===== config.mk =====
export PLATFORM = sky130hd
export DESIGN_NAME = pw_digit_tx
export DESIGN_NICKNAME = d
export VERILOG_FILES = /design/src/rtl/pw_digit_tx.sv
export SDC_FILE = /design/constraint.sdc
export NUM_CORES = 1
export LEC_CHECK = 0
export BUFFER_PORTS_ARGS = -buffer_cell sky130_fd_sc_hd__buf_4
export CORE_AREA = 5 5 66 68
export DETAILED_ROUTE_END_ITERATION = 12
export DIE_AREA = 0 0 71 73
export GPL_ROUTABILITY_DRIVEN = 0
export PLACE_DENSITY_LB_ADDON = 0.3
export SLEW_MARGIN = 20
export SYNTH_ARGS = -nofsm -noshare
export SYNTH_HDL_FRONTEND = slang
export SYNTH_SLANG_ARGS = --single-unit

===== constraint.sdc =====
create_clock -name clk -period 2.61 [get_ports clk]
set_clock_uncertainty 0.2 [all_clocks]
set_input_delay 0.3915 -clock clk [delete_from_list [all_inputs] [get_ports clk]]
set_output_delay 0.3915 -clock clk [all_outputs]
set_load 0.02 [all_outputs]

===== src/rtl/pw_digit_tx.sv =====
// Keypad-digit password link transmitter: latches a code on start and sends it MSB digit first,
// each digit framed by a registered strobe. Optional terminator digit via `PW_TX_TERMINATOR_EN.
module pw_digit_tx #(
    parameter int unsigned BITS          = 4,
    parameter int unsigned DIGITS        = 4,
    parameter int unsigned STROBE_CYCLES = 4,
    parameter int unsigned GAP_CYCLES    = 4
) (
    input  logic                           clk,
    input  logic                           rst_a,
    input  logic                           start,
    input  logic                           abort,
    input  logic [BITS*DIGITS-1:0]         code_in,
    output logic [BITS-1:0]                digit_out,
    output logic                           strobe,
    output logic                           busy,
    output logic                           done,
    output logic [$clog2(DIGITS+1)-1:0]    digit_idx
);

    localparam int unsigned CODE_W  = BITS * DIGITS;
    localparam int unsigned IDX_W   = $clog2(DIGITS + 1);
    localparam int unsigned MAX_CYC = (STROBE_CYCLES > GAP_CYCLES) ? STROBE_CYCLES : GAP_CYCLES;
    localparam int unsigned CNT_W   = $clog2(MAX_CYC + 1);
`ifdef PW_TX_TERMINATOR_EN
    localparam int unsigned LAST_IDX = DIGITS;
`else
    localparam int unsigned LAST_IDX = DIGITS - 1;
`endif

    localparam logic [2:0] S_IDLE   = 3'd0;
    localparam logic [2:0] S_SETUP  = 3'd1;
    localparam logic [2:0] S_STROBE = 3'd2;
    localparam logic [2:0] S_GAP    = 3'd3;
    localparam logic [2:0] S_DONE   = 3'd4;

    logic [2:0]       state_q,  state_d;
    logic [CODE_W-1:0] shreg_q, shreg_d;
    logic             launch_q, launch_d;
    logic [CNT_W-1:0] cnt_q,    cnt_d;
    logic [BITS-1:0]  digit_q,  digit_d;
    logic             strobe_q, strobe_d;
    logic             busy_q,   busy_d;
    logic             done_q,   done_d;
    logic [IDX_W-1:0] idx_q,    idx_d;

    // State and output registers; reset clears strobe asynchronously.
    always_ff @(posedge clk or negedge rst_a) begin
        if (!rst_a) begin
            state_q  <= S_IDLE;
            shreg_q  <= '0;
            launch_q <= 1'b0;
            cnt_q    <= '0;
            digit_q  <= '0;
            strobe_q <= 1'b0;
            busy_q   <= 1'b0;
            done_q   <= 1'b0;
            idx_q    <= '0;
        end else begin
            state_q  <= state_d;
            shreg_q  <= shreg_d;
            launch_q <= launch_d;
            cnt_q    <= cnt_d;
            digit_q  <= digit_d;
            strobe_q <= strobe_d;
            busy_q   <= busy_d;
            done_q   <= done_d;
            idx_q    <= idx_d;
        end
    end

    // Next-state logic; the code is latched at the start edge and SETUP begins one edge later.
    always_comb begin
        state_d  = state_q;
        shreg_d  = shreg_q;
        launch_d = launch_q;
        cnt_d    = cnt_q;
        digit_d  = digit_q;
        strobe_d = strobe_q;
        busy_d   = busy_q;
        done_d   = 1'b0;
        idx_d    = idx_q;

        case (state_q)
            S_IDLE: begin
                busy_d   = 1'b0;
                strobe_d = 1'b0;
                if (abort) begin
                    launch_d = 1'b0;
                end else if (launch_q) begin
                    state_d  = S_SETUP;
                    launch_d = 1'b0;
                    busy_d   = 1'b1;
                    idx_d    = '0;
                    cnt_d    = '0;
                    digit_d  = shreg_q[CODE_W-1 -: BITS];
                    shreg_d  = shreg_q << BITS;
                end else if (start) begin
                    launch_d = 1'b1;
                    shreg_d  = code_in;
                    idx_d    = '0;
                end
            end
            S_SETUP: begin
                state_d  = S_STROBE;
                strobe_d = 1'b1;
                cnt_d    = CNT_W'(STROBE_CYCLES - 1);
            end
            S_STROBE: begin
                if (cnt_q == '0) begin
                    state_d  = S_GAP;
                    strobe_d = 1'b0;
                    cnt_d    = CNT_W'(GAP_CYCLES - 1);
                end else begin
                    cnt_d = CNT_W'(cnt_q - 1'b1);
                end
            end
            S_GAP: begin
                if (cnt_q == '0) begin
                    cnt_d = '0;
                    if (idx_q == IDX_W'(LAST_IDX)) begin
                        state_d = S_DONE;
                        done_d  = 1'b1;
                    end else begin
                        // Zeros shifted in behind the code supply the terminator digit.
                        state_d = S_SETUP;
                        idx_d   = IDX_W'(idx_q + 1'b1);
                        digit_d = shreg_q[CODE_W-1 -: BITS];
                        shreg_d = shreg_q << BITS;
                    end
                end else begin
                    cnt_d = CNT_W'(cnt_q - 1'b1);
                end
            end
            S_DONE: begin
                state_d = S_IDLE;
                busy_d  = 1'b0;
                cnt_d   = '0;
            end
            default: begin
                state_d  = S_IDLE;
                busy_d   = 1'b0;
                strobe_d = 1'b0;
            end
        endcase

        // Cancel wins over everything but reset; the last digit stays on the bus.
        if (abort && (state_q != S_IDLE)) begin
            state_d  = S_IDLE;
            strobe_d = 1'b0;
            done_d   = 1'b0;
            busy_d   = 1'b0;
            idx_d    = '0;
            launch_d = 1'b0;
            cnt_d    = '0;
            digit_d  = digit_q;
        end
    end

    assign digit_out = digit_q;
    assign strobe    = strobe_q;
    assign busy      = busy_q;
    assign done      = done_q;
    assign digit_idx = idx_q;

endmodule


==> reports/qor.txt <==
Initial Utilization = 0.464
Final Hold Violating Endpoints = 0
GRT Overall Usage = 0.140
Hold path cells = 3
Worst setup EP type = register
Nets = 202
Post-DP HPWL = 2340 um
Yosys top cell area share = 0.468
Worst Hold Endpoint = shreg_q[0]
Hold path startpoint = code_in[0]
Part of the power in registers = 0.441
Crit Path Max Fanout = 7
Syn Inst Count = 146
Synth cell types = 36
Reg2reg end = digit_out[2]
Die height = 73 um
Total CTS buffers = 5
Grt total ovfl = 0
RSZ-0062 raised after global routing = no
Comb power frac = 0.343
Pleak = 0.000991 uW
First-pass DRT Iterations = 4
Yosys warns = 0
DRT antenna net count = 0
Number of top-level pins = 30
Crit Reg-Reg Startpoint = cnt_q[0]
DR iter-0 viols = 31
Fmax = 436 MHz
Status = completed
Layout cell share with drive strength beyond 1 = 0.421
Area contributors post-synth = dfrtp_1, mux2_2, mux2_4
Ys async rst share = 1.00
Final instance area = 2090 sq um
Yosys reg bits = 33
Max clock buf depth = 2
Syn Std Cell Area = 1760 sq um
Clock sinks = 33
Diode count = 0
Number of synthesized flops with an enable pin = 0
First-pass GRT wire length = 5720 um
Site Rows = 23
Drt wl/cell = 14.3 um
Residual DRC = 0
Worst slew pin tran = 0.643 ns
Avg Synthesized Cell Area = 12.1 sq um
CTS resizes = 0
Die area = 5180 sq um
CP Cell Sequence = inv_1 -> ha_1 -> and3b_1 -> nand4_1 -> a21oi_1 -> mux2_2
Internal power = 1250 uW
Max Slew Vio Count = 0
Post-synth top flop = dfrtp_1
Clock period minus worst slack = 2.30 ns
Peak VDD IR = 0.393 mV
Switching share of total power = 0.312
Core Region = 3800 sq um
Worst EP required = 2.58 ns
Root buf cell = clkbuf_8
Worst skew pair latency = 0.28 ns
Fin util = 0.551
Largest net degree at the start of global routing = 34
CTS H-tree depth = 2
CP peak stage delay = 0.42 ns
Rel. slew slack = 0.561
Syn nets = 170
Final Routed Wirelength = 3260 um
Die X-Extent = 71 um
Detailed-route via count = 1196
I/O Buffers = 29
Sequential fraction of the synthesis area = 0.468
Max-cap violations = 0
Final setup TNS = 0 ns
Switching power = 566 uW
Initial antenna violation count = 0
Hold Crit Class = primary input to register
Pwr Density = 868 nW/um^2
Syn-to-layout area delta = 18.7%
Placed Instance Area = 1990 sq um
Worst Reg-to-Reg Cells = 6
CP startpoint kind = register
Most frequent cell after synthesis = dfrtp_1
Clock power frac = 0.215
Commonest cells post-synth = dfrtp_1, mux2_2, inv_1
Fin crit share = 0.879
CP arrival = 2.26 ns
Setup violations, final = 0
Post-route insts no fill = 228
Clk slew on worst S/H paths = 0.07 ns
Vias in the first global route = 1338
Via-per-instance ratio = 5.25
Slowest CP cell = a21oi_1
Crit Path Class = register to register
DP Cell Count = 220
Reg2Reg Setup Slack = 0.31 ns
CTS tree = done
Area leader, netlist = dfrtp_1
## worst max-delay path, delay by kind of cell, from the launching register on
family	cells	cell delay [ns]
buffers and inverters	1	0.09
flip-flops	1	0.40
adder cells (fa/ha/maj)	1	0.19
multiplexers	1	0.38
AO/OA/AOI/OAI	1	0.42
AND/OR/NAND/NOR	2	0.49
## final cells by class
type | count | area [sq um]
clock buffer | 6 | 82.6
tap | 50 | 62.6
sequential | 33 | 826
inverter | 13 | 48.8
fill | 354 | 1710
timing repair buffer | 33 | 250
multi-input combinational | 92 | 816
clock inverter | 1 | 7.51
## state kept, by name, summed over array words and instances, names as in the netlist
register / flops
cnt_q: 3
strobe: 1
digit_out: 4
launch_q: 1
shreg_q: 16
state_q: 3
busy: 1
done: 1
digit_idx: 3
## metrics by stage
stage               setup slack [ns]  hold WS, ns  total power, uW
floorplan                      0.454       -0.104             1270
CTS                            0.300        0.148             1840
global route                   0.119        0.144             1950
detailed placement             0.320        0.166             1440
global placement               0.388        0.157             1410
finish                         0.315        0.152             1820
## how the worst max path moves through the flow
stage | to | cells past startpoint | slack (ns) | startpoint
global placement | digit_out[1] | 6 | 0.39 | cnt_q[0]
CTS | shreg_q[8] | 7 | 0.30 | cnt_q[0]
global route | digit_out[1] | 6 | 0.12 | cnt_q[0]
floorplan | shreg_q[11] | 7 | 0.45 | digit_idx[0]
finish | digit_out[2] | 6 | 0.31 | cnt_q[0]
detailed placement | digit_out[1] | 6 | 0.32 | cnt_q[0]
## layout by cell type, fill, tap and decap left out, drive strengths merged, types with 2 or more instances in the layout
| cell type | Yosys | final |
|---|---|---|
| o21ai | 3 | 3 |
| buf | 6 | 32 |
| nand2 | 9 | 9 |
| a2111oi | 3 | 3 |
| nor3 | 3 | 3 |
| and3b | 2 | 2 |
| clkbuf | 2 | 6 |
| dfrtp | 33 | 33 |
| inv | 13 | 13 |
| mux2 | 30 | 30 |
| a22o | 3 | 3 |
| a21o | 2 | 2 |
| nor2 | 9 | 9 |
| nand2b | 2 | 2 |
| ha | 4 | 4 |
| mux2i | 5 | 5 |
| a21oi | 5 | 5 |
## layer usage
| layer | track usage | up-vias | wire, um |
|---|---|---|---|
| met5 | 0 | - | 0 |
| met4 | 0.0585 | 0 | 53 |
| met3 | 0.0551 | 5 | 164 |
| met2 | 0.248 | 23 | 1660 |
| met1 | 0.150 | 593 | 1380 |
| li1 | - | 575 | - |
## logic make-up after synthesis
logic type               Yosys count  share of synthesized area
AO/OA/AOI/OAI                     23                      0.110
buffers and inverters             21                     0.0695
adder cells (fa/ha/maj)            4                     0.0284
AND/OR/NAND/NOR                   30                     0.0915
flip-flops                        33                      0.468
multiplexers                      35                      0.233
## power by group through the flow
| stage | registers [uW] | logic, uW | clock network (uW) |
|---|---|---|---|
| 2_1_floorplan | 817 | 454 | 0 |
| 3_3_place_gp | 804 | 606 | 0 |
| 3_5_place_dp | 813 | 630 | 0 |
| 4_1_cts | 805 | 634 | 403 |
| 5_1_grt | 827 | 685 | 435 |
| 6_report | 801 | 624 | 391 |
## timing repair
action / 4_1_cts / 5_1_grt
setup buffers: 0 / 0
endpoints found under the hold margin: 33 / 0
hold buffers: 1 / 0
No activity file was read; power rests on OpenSTA's default activity.
